===== src/rtl/easyaxi_slv_rd_pkg.sv =====
// easyaxi_slv_rd_pkg: shared AXI burst/resp encodings, default widths and
// the read-engine state type for the easyaxi read slave.
package easyaxi_slv_rd_pkg;

    localparam int unsigned DEF_ID_W   = 4;
    localparam int unsigned DEF_ADDR_W = 32;
    localparam int unsigned DEF_DATA_W = 32;

    localparam logic [1:0] BURST_FIXED = 2'b00;
    localparam logic [1:0] BURST_INCR  = 2'b01;
    localparam logic [1:0] BURST_WRAP  = 2'b10;

    localparam logic [1:0] RESP_OKAY   = 2'b00;
    localparam logic [1:0] RESP_SLVERR = 2'b10;
    localparam logic [1:0] RESP_DECERR = 2'b11;

    typedef enum logic [1:0] {
        S_IDLE  = 2'd0,
        S_WAIT  = 2'd1,
        S_BURST = 2'd2
    } rd_state_e;

    // Response chosen at AR acceptance: miss -> DECERR, unsupported burst -> SLVERR
    function automatic logic [1:0] ar_resp_f(input logic hit, input logic [1:0] burst);
        if (!hit) begin
            return RESP_DECERR;
        end
        case (burst)
            BURST_FIXED, BURST_INCR: return RESP_OKAY;
            BURST_WRAP:              return RESP_SLVERR;
            default:                 return RESP_SLVERR;
        endcase
    endfunction

endpackage


===== src/rtl/easyaxi_slv_rd_fifo.sv =====
// easyaxi_slv_rd_fifo: in-order request queue, DEPTH entries of W bits.
// Head is presented combinationally on data_o; caller never pushes when
// full nor pops when empty.
module easyaxi_slv_rd_fifo #(
    parameter int unsigned W     = 8,
    parameter int unsigned DEPTH = 4
) (
    input  logic                     clk,
    input  logic                     rst,
    input  logic                     push_i,
    input  logic [W-1:0]             data_i,
    input  logic                     pop_i,
    output logic [W-1:0]             data_o,
    output logic                     full_o,
    output logic                     empty_o,
    output logic [$clog2(DEPTH):0]   count_o
);

    localparam int unsigned AW = $clog2(DEPTH);
    localparam int unsigned CW = AW + 1;

    logic [W-1:0]  mem_q [DEPTH];
    logic [AW-1:0] wptr_q, rptr_q;
    logic [CW-1:0] cnt_q;

    // Entry storage; slots are only read after being written
    always_ff @(posedge clk) begin
        if (push_i) begin
            mem_q[wptr_q] <= data_i;
        end
    end

    // Pointers wrap naturally modulo DEPTH; occupancy tracks push/pop
    always_ff @(posedge clk or posedge rst) begin
        if (rst) begin
            wptr_q <= '0;
            rptr_q <= '0;
            cnt_q  <= '0;
        end else begin
            if (push_i) begin
                wptr_q <= wptr_q + AW'(1);
            end
            if (pop_i) begin
                rptr_q <= rptr_q + AW'(1);
            end
            case ({push_i, pop_i})
                2'b10:   cnt_q <= cnt_q + CW'(1);
                2'b01:   cnt_q <= cnt_q - CW'(1);
                default: cnt_q <= cnt_q;
            endcase
        end
    end

    assign data_o  = mem_q[rptr_q];
    assign full_o  = (cnt_q == CW'(DEPTH));
    assign empty_o = (cnt_q == '0);
    assign count_o = cnt_q;

endmodule


===== src/rtl/easyaxi_slv_rd.sv =====
// easyaxi_slv_rd: AXI read slave with an OST_DEPTH-deep in-order AR queue,
// programmable first-beat latency and address-pattern read data.
// Build option EASYAXI_SLV_RD_DECERR_EN: accept out-of-window reads and
// answer them with DECERR beats; when undefined such reads stall on arready.
module easyaxi_slv_rd
    import easyaxi_slv_rd_pkg::*;
#(
    parameter int unsigned       ID_W       = DEF_ID_W,
    parameter int unsigned       ADDR_W     = DEF_ADDR_W,
    parameter int unsigned       DATA_W     = DEF_DATA_W,
    parameter int unsigned       OST_DEPTH  = 4,
    parameter int unsigned       RD_LATENCY = 4,
    parameter logic [ADDR_W-1:0] BASE_ADDR  = '0,
    parameter int unsigned       WIN_SIZE   = 4096
) (
    input  logic              clk,
    input  logic              rst,
    input  logic              enable,
    input  logic              axi_slv_arvalid,
    output logic              axi_slv_arready,
    input  logic [ID_W-1:0]   axi_slv_arid,
    input  logic [ADDR_W-1:0] axi_slv_araddr,
    input  logic [7:0]        axi_slv_arlen,
    input  logic [1:0]        axi_slv_arburst,
    output logic              axi_slv_rvalid,
    input  logic              axi_slv_rready,
    output logic [ID_W-1:0]   axi_slv_rid,
    output logic [DATA_W-1:0] axi_slv_rdata,
    output logic [1:0]        axi_slv_rresp,
    output logic              axi_slv_rlast
);

    localparam int unsigned       BYTES      = DATA_W / 8;
    localparam int unsigned       LAT_W      = 4;
    localparam int unsigned       CNT_W      = $clog2(OST_DEPTH) + 1;
    localparam int unsigned       ENT_W      = ID_W + ADDR_W + 8 + 2 + 2;
    localparam logic [ADDR_W-1:0] WIN_MASK   = ADDR_W'(WIN_SIZE - 1);
    localparam logic [ADDR_W-1:0] ALIGN_MASK = ADDR_W'(BYTES - 1);

    logic              rst_done_q;
    logic              ar_hit, ar_hs;
    logic [1:0]        ar_resp;
    logic [ENT_W-1:0]  push_data, head_data;
    logic              q_full, q_empty, q_pop;
    logic [CNT_W-1:0]  q_count;
    logic              unused_q_count;
    logic [ID_W-1:0]   h_id;
    logic [ADDR_W-1:0] h_addr;
    logic [7:0]        h_len;
    logic [1:0]        h_burst, h_resp;
    rd_state_e         state_q, state_d;
    logic [LAT_W-1:0]  lat_q, lat_d;
    logic [7:0]        beat_q, beat_d;
    logic [ADDR_W-1:0] addr_q, addr_d;
    logic              r_hs;

    // AR decode and acceptance; arready never looks at arvalid
    assign ar_hit  = ((axi_slv_araddr & ~WIN_MASK) == BASE_ADDR);
    assign ar_resp = ar_resp_f(ar_hit, axi_slv_arburst);
`ifdef EASYAXI_SLV_RD_DECERR_EN
    assign axi_slv_arready = rst_done_q && enable && !q_full;
`else
    assign axi_slv_arready = rst_done_q && enable && !q_full && ar_hit;
`endif
    assign ar_hs     = axi_slv_arvalid && axi_slv_arready;
    assign push_data = {axi_slv_arid, axi_slv_araddr & ~ALIGN_MASK,
                        axi_slv_arlen, axi_slv_arburst, ar_resp};

    // The head slot stays occupied until its burst completes, so the
    // in-service request counts toward OST_DEPTH
    easyaxi_slv_rd_fifo #(
        .W     (ENT_W),
        .DEPTH (OST_DEPTH)
    ) u_fifo (
        .clk     (clk),
        .rst     (rst),
        .push_i  (ar_hs),
        .data_i  (push_data),
        .pop_i   (q_pop),
        .data_o  (head_data),
        .full_o  (q_full),
        .empty_o (q_empty),
        .count_o (q_count)
    );

    assign {h_id, h_addr, h_len, h_burst, h_resp} = head_data;
    assign unused_q_count = ^q_count;

    // Read engine state register; rst_done_q keeps arready low one cycle past reset
    always_ff @(posedge clk or posedge rst) begin
        if (rst) begin
            state_q    <= S_IDLE;
            lat_q      <= '0;
            beat_q     <= '0;
            addr_q     <= '0;
            rst_done_q <= 1'b0;
        end else begin
            state_q    <= state_d;
            lat_q      <= lat_d;
            beat_q     <= beat_d;
            addr_q     <= addr_d;
            rst_done_q <= 1'b1;
        end
    end

    // Next-state: IDLE picks up the head, WAIT burns latency, BURST streams beats
    always_comb begin
        state_d = state_q;
        lat_d   = lat_q;
        beat_d  = beat_q;
        addr_d  = addr_q;
        q_pop   = 1'b0;
        case (state_q)
            S_IDLE: begin
                if (!q_empty) begin
                    addr_d  = h_addr;
                    beat_d  = '0;
                    lat_d   = '0;
                    state_d = (RD_LATENCY <= 1) ? S_BURST : S_WAIT;
                end
            end
            S_WAIT: begin
                lat_d = lat_q + LAT_W'(1);
                if (lat_q == LAT_W'(RD_LATENCY - 2)) begin
                    state_d = S_BURST;
                end
            end
            S_BURST: begin
                if (r_hs) begin
                    beat_d = beat_q + 8'd1;
                    if (h_burst == BURST_INCR) begin
                        addr_d = addr_q + ADDR_W'(BYTES);
                    end
                    if (axi_slv_rlast) begin
                        q_pop   = 1'b1;
                        state_d = S_IDLE;
                    end
                end
            end
            default: state_d = S_IDLE;
        endcase
    end

    // R channel decoded from registered state; payload is zero outside a burst
    assign axi_slv_rvalid = (state_q == S_BURST);
    assign r_hs           = axi_slv_rvalid && axi_slv_rready;
    assign axi_slv_rlast  = axi_slv_rvalid && (beat_q == h_len);
    assign axi_slv_rid    = axi_slv_rvalid ? h_id : '0;
    assign axi_slv_rresp  = axi_slv_rvalid ? h_resp : RESP_OKAY;
    assign axi_slv_rdata  = (axi_slv_rvalid && (h_resp == RESP_OKAY)) ? DATA_W'(addr_q) : '0;

endmodule


===== config.mk =====
export PLATFORM = sky130hd
export DESIGN_NAME = easyaxi_slv_rd
export DESIGN_NICKNAME = d
export VERILOG_FILES = /design/src/rtl/easyaxi_slv_rd_pkg.sv /design/src/rtl/easyaxi_slv_rd_fifo.sv /design/src/rtl/easyaxi_slv_rd.sv
export SDC_FILE = /design/constraint.sdc
export NUM_CORES = 1
export LEC_CHECK = 0
export CAP_MARGIN = 20
export CORE_MARGIN = 2
export CORE_UTILIZATION = 33
export CTS_CLUSTER_DIAMETER = 80
export DETAILED_ROUTE_END_ITERATION = 16
export PLACE_DENSITY_LB_ADDON = 0.15
export SLEW_MARGIN = 20
export SYNTH_ARGS = -nofsm -noshare
export SYNTH_HDL_FRONTEND = slang
export SYNTH_HIERARCHICAL = 1
export SYNTH_SLANG_ARGS = --single-unit
export TNS_END_PERCENT = 5

===== constraint.sdc =====
create_clock -name clk -period 4.95 [get_ports clk]
set_input_delay 0.99 -clock clk [delete_from_list [all_inputs] [get_ports clk]]
set_output_delay 0.99 -clock clk [all_outputs]
set_load 0.02 [all_outputs]

# After elaboration in Yosys (flattened, before gate mapping)
# Memories as Yosys holds them, arrays and structs flattened.
# Cells that the tools add are included.
# word_totals
n_memories,1
output_inout_bits,41
latchBits,0
rom_bits,0
regBits,54
ram_bits,184
# classes
n_shift,0
eq_ne,14
magnitude_cmp,0
n_bitwise,0
mux,25
div_mod_pow,0
n_mul,0
reduce_logical,21
addsub,7
# mem_list
memory,words,width,rd,rd_clocked_by_memory_dff,wr,line_no,text
u_fifo.mem_q,4,46,1,0,1,easyaxi_slv_rd_fifo.sv:22,logic [W-1:0] mem_q [DEPTH];
# op_table
operator,count
$mux W32,4
$pmux W32 S2,1
$add A32 B3 Y32 const B,1
$logic_not A32 Y1,1
$mux W8,2
$pmux W8 S2,1
$mux W2,7
$add A8 B1 Y8 const B,1
$eq A2 B1 Y1 const B,4
$eq A8 B8 Y1,1
$mux W4,2
$pmux W4 S2,1
$reduce_and A4 Y1,2
$logic_and A1 B1 Y1,7
$logic_not A2 Y1,3
$ne A2 B1 Y1 const B,3
$pmux W2 S3,1
$pmux W3 S2,1
$reduce_bool A2 Y1,3
$mux W1,5
$add A2 B1 Y2 const B,2
$add A4 B1 Y4 const B,1
$eq A2 B2 Y1 const B,2
$eq A4 B2 Y1 const B,1
9 further kinds,10

# Depth between registers and ports, before layout
# An unclocked memory read counts as a cell.
# depth
ltp_word,8
mapped_depth,13
depth_no_buf,11

# By module
# Netlist, hierarchy kept.
# modules_own_cells
module,area_each_um2,cells_per_inst,seq_area_each_um2,n_inst
easyaxi_slv_rd_fifo,7384.6,288,5940.7,1
easyaxi_slv_rd,3143.0,389,1176.1,1

# Least setup slack after synthesis
# Ideal clock, no wire load.
# synth_timing
kind,in2reg
startpoint,input axi_slv_araddr[22]
endpoint,"memory u_fifo/mem_q[0][0] (netlist name), enable pin"
path_buffers,0
setup_slack_ns,0.861
path_stages,5
required_ns,4.540
arrival_time_ns,3.679
path_cell_list,nor4_1 > nand3_1 > nor4_1 > and2_1 > and2_1
# synth_via
elab_chain_len,5
# synth_rtl
element,line_no,text
"start, declared",easyaxi_slv_rd.sv:22,"input logic [ADDR_W-1:0] axi_slv_araddr,"
$logic_not A32 Y1,easyaxi_slv_rd.sv:58,assign ar_hit = ((axi_slv_araddr & ~WIN_MASK) == BASE_ADDR);
$logic_and A1 B1 Y1,easyaxi_slv_rd.sv:63,assign axi_slv_arready = rst_done_q && enable && !q_full && ar_hit;
via axi_slv_arready,easyaxi_slv_rd.sv:20,"output logic axi_slv_arready,"
$logic_and A1 B1 Y1,easyaxi_slv_rd.sv:65,assign ar_hs = axi_slv_arvalid && axi_slv_arready;
via ar_hs,easyaxi_slv_rd.sv:41,"logic ar_hit, ar_hs;"
$mux W1,easyaxi_slv_rd_fifo.sv:28,if (push_i) begin
$mux W1 (implied by the code),easyaxi_slv_rd_fifo.sv:29,mem_q[wptr_q] <= data_i;
"end, declared",easyaxi_slv_rd_fifo.sv:22,
# The timed path passes the listed nets, and every way through them passes these cells.

# Final worst setup path
# layout_timing
startpoint,input axi_slv_araddr[14]
endpoint,output axi_slv_arready
# layout_via
elab_chain_len,2
# layout_rtl
element,line_no
$logic_not A32 Y1,easyaxi_slv_rd.sv:58
$logic_and A1 B1 Y1,easyaxi_slv_rd.sv:63
"end, declared",easyaxi_slv_rd.sv:20
# No other way between the ends.

==> results.txt <==
- The initial utilization of the core area, before any placement, comes to between 30% and 40%.
* Final Max Tran Viols: 0
* First DRT Iteration DRCs: between 500 and 600
* Number of buffers inserted for hold repair after clock tree synthesis: 0
* I/O pins: 92
- Final std cells w/o fill: around 1200
- The worst hold path belongs to the class reg2reg.
- Final instance area: between 10000 and 15000 um2
- Data arrives at the worst endpoint at about 3.4 ns.
- Clk Tree Root Cell: clkbuf_16
* Vertical extent of the die: 182.6 um
- Avg Cell Area, Syn: about 16 um2
* Clock tree from TritonCTS: built
- Pin count of the biggest net entering global routing: 57
* Number of cells after detailed placement: 1164
- Buf/Inv on CP: 3
- Num CTS Buffers: 27
* Setup CP Type: in2out
* Startpoint type of the worst setup path: input pin
- The floorplan has 65 rows.
- Data on the critical path is required at its endpoint by roughly 4.0 ns.
* Warnings from Yosys: 6
* Area growth from synthesis to final layout: 22.63%
* Worst slew pin tran: just over 0.9 ns
- Vias in the first global route: 6559
- Number of flops mapped to enable cells by yosys: between 150 and 200
- In this run the tool buffered the top-level ports with about 90 buffer cells.
- Leakage power summed over all cells: about 4.4 nW
- Final WL: 24.76 mm
* Post-synthesis cell count: 677
- In this run the power density over the cells is 427.0 nW/um2.
* Post_cts resized: 0
- The share of the Yosys chip area taken by registers is about two thirds.
* Nets: around 850
- After synthesis, the largest area contributor takes up between 50% and 60% of total cell area.
* Largest delay share family, worst path: buffers and inverters
* Max stage delay on crit path: ~0.60 ns
- Total iterations of the first detailed-routing run: 5
- The worst register-to-register path has a setup slack of about 1.6 ns.
* Core box area: roughly 31000 um2
- Walking the worst path, the cells encountered are clkdlybuf4s50_1 > nor4_1 > nand2_1 > nor4_1 > buf_4 > clkdlybuf4s50_1.
- Cell taking the most area after synthesis: edfxtp_1
- Fin Hold WS: a little under 0.5 ns
- Dividing the detail-routed via count by the number of cells gives just over 5.
* Worst slew margin: 39.00%
* Top achievable clock speed: around 230 MHz
* Global-route wire length before repair: ~39 mm
- Across the routed clock network, the largest skew measured is between 0.01 and 0.015 ns.
* CTS Sinks: between 200 and 250
- STA classifies the critical path endpoint as an output pin.
- Dividing the detail-routed wire length by the instance count gives about 20 um.
- Part of the cycle the worst path needs: around nine tenths
- Final total negative setup slack: 0 ns
- Setup repair after global routing missed its margin: no
* Post-Syn Area: 10530 um2
- Among all flip-flop cells after synthesis, the most frequent one is edfxtp_1.
* Layout cell share with drive strength beyond 1: between 10% and 20%
* Worst vdd ir: 0.0002604 V
* Detailed Place HPWL: between 15 and 20 mm
* Final core area utilization: 41.02%
* Flop and latch count out of synthesis: between 200 and 250
* Latest clock arrival within the worst-skew pair: roughly 0.53 ns
- Grt total ovfl: 0
* Largest fanout of any net on the critical path: 5
* Instance area at placement: ~12000 um2
- For this design, the slowest cell found on the critical path is clkdlybuf4s50_1.
- Count of different cell masters after synthesis: 58
- Final Critical Period: about 4.4 ns
* Proportion of synthesized flip-flops having asynchronous set or reset: between 20% and 30%
* Reg clk slew, reported paths: 0.06 ns
- Area of the die: about 33000 um2
* Final setup violation count: 0
- Number of antenna violations at the first check in global routing: 1
- Final antenna-violating net count: 0
- GRT Util Overall: between 15 and 20%
- At the end of routability-driven placement, the weighted congestion stood at between 0.8 and 0.9.
- Level count of the clock H-tree: 1
- Number of maximum-capacitance constraint violations: 0
- Count of final hold-check violations: 0
- Measured along the x axis, the die boundary spans around 180 um.
* Post-detailed-route DRC marker count: 0
- By area the synthesized netlist is led by edfxtp_1 (55%), dfrtp_1 (13%), mux4_2 (10%).
* Vias after detailed routing: 6221
- The flow ran to the end, and the final reports show no timing, DRC or antenna violations.
- Postcts setup bufs: 0
- 0 antenna diodes ended up in the layout.
- Longest Clk Path Bufs: 3
## metal layers
layer	track usage, %	part of all wire [%]	up-vias
met4	3.516	2.3	2
met2	25.46	49	167
met5	0	0.053	-
met3	2.395	4.4	36
met1	20.66	44	3173
li1	-	-	2843
## worst min-delay path, stage by stage (launching register included)
cell     delay [ns]
dfrtp_1        0.35
nand2_1        0.05
nand2_1        0.05
## flip-flops by register name, indices dropped and copies added, names as in the netlist
| name | cells |
|---|---|
| beat_q | 8 |
| rst_done_q | 1 |
| state_q | 2 |
| u_fifo/rptr_q | 2 |
| lat_q | 4 |
| addr_q | 32 |
| u_fifo/mem_q | 192 |
| u_fifo/wptr_q | 2 |
| u_fifo/count_o | 3 |
## synthesized netlist by cell type, types with 8 or more instances
cell type / n
nand3_1: 28
a21oi_1: 34
mux4_2: 48
nor4_1: 13
nor2_1: 26
inv_1: 14
and2_1: 44
ha_1: 9
dfrtp_1: 54
xor2_1: 12
and3_1: 8
edfxtp_1: 192
clkbuf_1: 18
o21ai_0: 33
nand2_1: 40
## report_power, final
| group | switching (mW) | internal [mW] |
|---|---|---|
| Clock | 0.804 | 1.28 |
| Combinational | 0.471 | 0.335 |
| Sequential | 0.234 | 2.39 |
| Total | 1.51 | 4.00 |
## stage by stage
step | power [mW] | worst slack (ns)
finish | 5.513 | 0.5845
global route | 5.751 | 0.3938
CTS | 5.549 | 0.5229
global placement | 3.416 | 0.6547
detailed placement | 3.459 | 0.6188
floorplan | 3.142 | 0.8607
## area by class of cell
type / instances / area (um2)
Timing Repair Buffer: 112 / 1126
Sequential cell: 246 / 7122
Multi-Input combinational cell: 389 / 3163
Clock buffer: 37 / 794.5
Fill cell: 2844 / 18560
Inverter: 15 / 57.56
Tap cell: 402 / 503.0
Clock inverter: 12 / 143.9
## layout by cell type (no fill, tap or decap), types with 4 or more instances in the layout
| cell | Yosys | routed |
|---|---|---|
| conb_1 | 2 | 9 |
| clkinv_2 | 0 | 7 |
| nand4_1 | 5 | 5 |
| nor3_1 | 6 | 5 |
| and3_1 | 8 | 8 |
| dfrtp_1 | 54 | 52 |
| inv_1 | 14 | 13 |
| clkbuf_16 | 0 | 28 |
| buf_4 | 2 | 18 |
| edfxtp_1 | 192 | 192 |
| clkbuf_8 | 0 | 6 |
| nor4_1 | 13 | 13 |
| or3_1 | 5 | 5 |
| nor2_1 | 26 | 26 |
| a21oi_1 | 34 | 33 |
| mux4_2 | 48 | 48 |
| and2_2 | 0 | 4 |
| and2_1 | 44 | 40 |
| nand2_1 | 40 | 40 |
| buf_12 | 5 | 5 |
| ha_1 | 9 | 9 |
| a31oi_1 | 6 | 6 |
| clkdlybuf4s50_1 | 0 | 89 |
| o22ai_1 | 5 | 5 |
| xor2_1 | 12 | 12 |
| a2bb2oi_1 | 6 | 6 |
| mux2i_1 | 4 | 4 |
| nand3_1 | 28 | 28 |
| o21ai_0 | 33 | 33 |
## final timing paths
check	endpoint	cells past startpoint	from
hold / removal	addr_q[0]$_DFFE_PP0P_	2	addr_q[0]$_DFFE_PP0P_
hold reg to reg	addr_q[0]$_DFFE_PP0P_	2	addr_q[0]$_DFFE_PP0P_
max in group asynchronous	beat_q[7]$_DFFE_PP0P_	2	rst
min in group asynchronous	u_fifo/wptr_q[0]$_DFFE_PP0P_	2	rst
setup / recovery	axi_slv_arready	6	axi_slv_araddr[14]
setup reg to reg	addr_q[29]$_DFFE_PP0P_	8	u_fifo/rptr_q[0]$_DFFE_PP0P_
## kinds of logic after synthesis
kind of cell             count (synthesis)  share of synthesized area (%)
flip-flops                             246                          67.60
AND/OR/NAND/NOR                        192                          9.948
adder cells (fa/ha/maj)                 10                          1.260
XOR/XNOR                                15                          1.248
multiplexers                            52                          10.65
other                                    2                        0.07134
AO/OA/AOI/OAI                          111                          6.489
buffers and inverters                   49                          2.733
Power figures use the tool's default switching activity.
==> RTL edit, RTL diff (config.mk and constraints unchanged) <==
Encoding of `rd_state_e`: now one-hot (3 bits for 3 states).
--- a/src/rtl/easyaxi_slv_rd_pkg.sv
+++ b/src/rtl/easyaxi_slv_rd_pkg.sv
@@ -15,8 +15,8 @@
     localparam logic [1:0] RESP_DECERR = 2'b11;
 
-    typedef enum logic [1:0] {
-        S_IDLE  = 2'd0,
-        S_WAIT  = 2'd1,
-        S_BURST = 2'd2
+    typedef enum logic [2:0] {
+        S_IDLE  = 3'b001,
+        S_WAIT  = 3'b010,
+        S_BURST = 3'b100
     } rd_state_e;
 
Check against the original RTL: same outputs for any inputs over 10 cycles, from zero or initial values and one cycle with rst high; not proved beyond that.
==> RTL edit against the unedited design <==
Via count down 0.72%; clock power fell by 2%; routed wire length down 1.3%; power fell by 2.1%; sequential share of layout area grew 0.44 points; setup slack got worse by 0.17 ns; cell count fell by 0.82%; design area decreased by 0.43%; non-clock buffer count down 7; sequential cell count rose by 1; combinational power fell by 5.0%; area after synthesis is 0.63% higher; count of clock-buffer cells in the layout is 6 lower.
==> RTL edit: results <==
[outcome]
status = completed

[hold_path]
min_path_cells = 2

[worst_setup_path]
arrival_ns = 3.55
critPathTopFamily = flip-flops
crit_end = axi_slv_rlast
worstPathMaxFanout = 26
rr_endpoint = u_fifo/count_o[2]$_DFFE_PP0P_
r2r_setup_slack_ns = 1.34
slowest_stage = dfrtp_4
rr_worst_depth = 11
crit_start = u_fifo/rptr_q[0]$_DFFE_PP0P_
critPathMaxStageDelay_ns = 0.82

[synthesis]
synth-async-reset-ratio_pct = 22.3
netlist_top_cells_count = edfxtp_1 (192), dfrtp_1 (54), mux4_2 (48), and2_1 (46), nand2_1 (40)
synth_cell_types = 57
synth_top_area_share_pct = 54.4
ys_seq_area_share_pct = 67.4
syn_area_per_cell_um2 = 15.7
yosys-top-cells-area = edfxtp_1 (54%), dfrtp_1 (13%), mux4_2 (10%)

[power_and_ir_drop]
peakVddDrop_mv = 0.272
p_leak_uw = 0.00437

[grt]
grt_antenna_before_repair = 2
grt_max_degree = 62
grt_usage_pct = 14.8
grt_pass1_vias = 6668
grt_first_pass_wirelength_um = 38000

[layout]
fin_cells = 1203
drive_gt1_share_pct = 16.1
nFillCells = 2891
nets = 841

[route]
drtIter0Drc = 402
post_drt_via_cell_ratio = 5.13
dr.pass1.iters = 4
post_drt_wl_per_cell_um = 20.3

[clocking]
cts_made_buffers = 28
clockBufferDepth = 3
root_buffer = clkbuf_16

[place]
gp_congestion = 0.729
dpl.hpwl_um = 15500
portBuffers = 89

[timing]
skew_ns = 0.0138
relSlewSlack_pct = 45.5
[RTL edit: changes by cell type after synthesis, moves of 5 or more]
cell / delta
o21ai_0: -14
nand3_1: -10
nor2_1: +9
o21ai_1: +9
a21oi_1: -7
clkbuf_1: -7
nand4_1: +7
o22a_1: +7
buf_2: +5
o22ai_1: +5
[RTL edit: report_power, final]
part | internal [uW] | total (uW) | leakage [uW] | switching, uW
registers | 2390 | 2600 | 0.00240 | 207
logic | 333 | 766 | 0.00151 | 433
clock network | 1230 | 2030 | 0.000455 | 802
total | 3950 | 5400 | 0.00437 | 1440
[RTL edit: final cells by class]
type | instances | area [um2] | share of cell area [%]
timing repair buffer | 105 | 1060 | 8.25
clock inverter | 20 | 173 | 1.34
clock buffer | 31 | 743 | 5.78
inverter | 13 | 48.8 | 0.380
multi-input combinational | 385 | 3180 | 24.7
tap | 402 | 503 | 3.91
sequential | 247 | 7150 | 55.6
[RTL edit: metal layers]
metal,global-route usage (%),part of all wire (%)
met1,19.0,43
met2,26.1,51
met3,2.84,5.1
met4,3.52,1.4
met5,0,0.13
[RTL edit: cell families after synthesis]
family,Yosys count,share of synthesized area (%)
XOR/XNOR,16,1.32
buffers and inverters,48,2.92
flip-flops,247,67.4
AO/OA/AOI/OAI,111,6.85
other,2,0.0709
AND/OR/NAND/NOR,189,9.77
adder cells (fa/ha/maj),10,1.25
multiplexers,50,10.4
[RTL edit: through the flow]
stage	setup WS (ns)	hold slack, ns	instance area (um2)	total power [uW]
global placement	0.350	0.462	11900	3360
CTS	0.298	0.499	12900	5450
detailed placement	0.459	0.487	11900	3410
floorplan	0.861	0.437	10600	3150
finish	0.414	0.495	12900	5400
global route	0.139	0.511	12900	5650
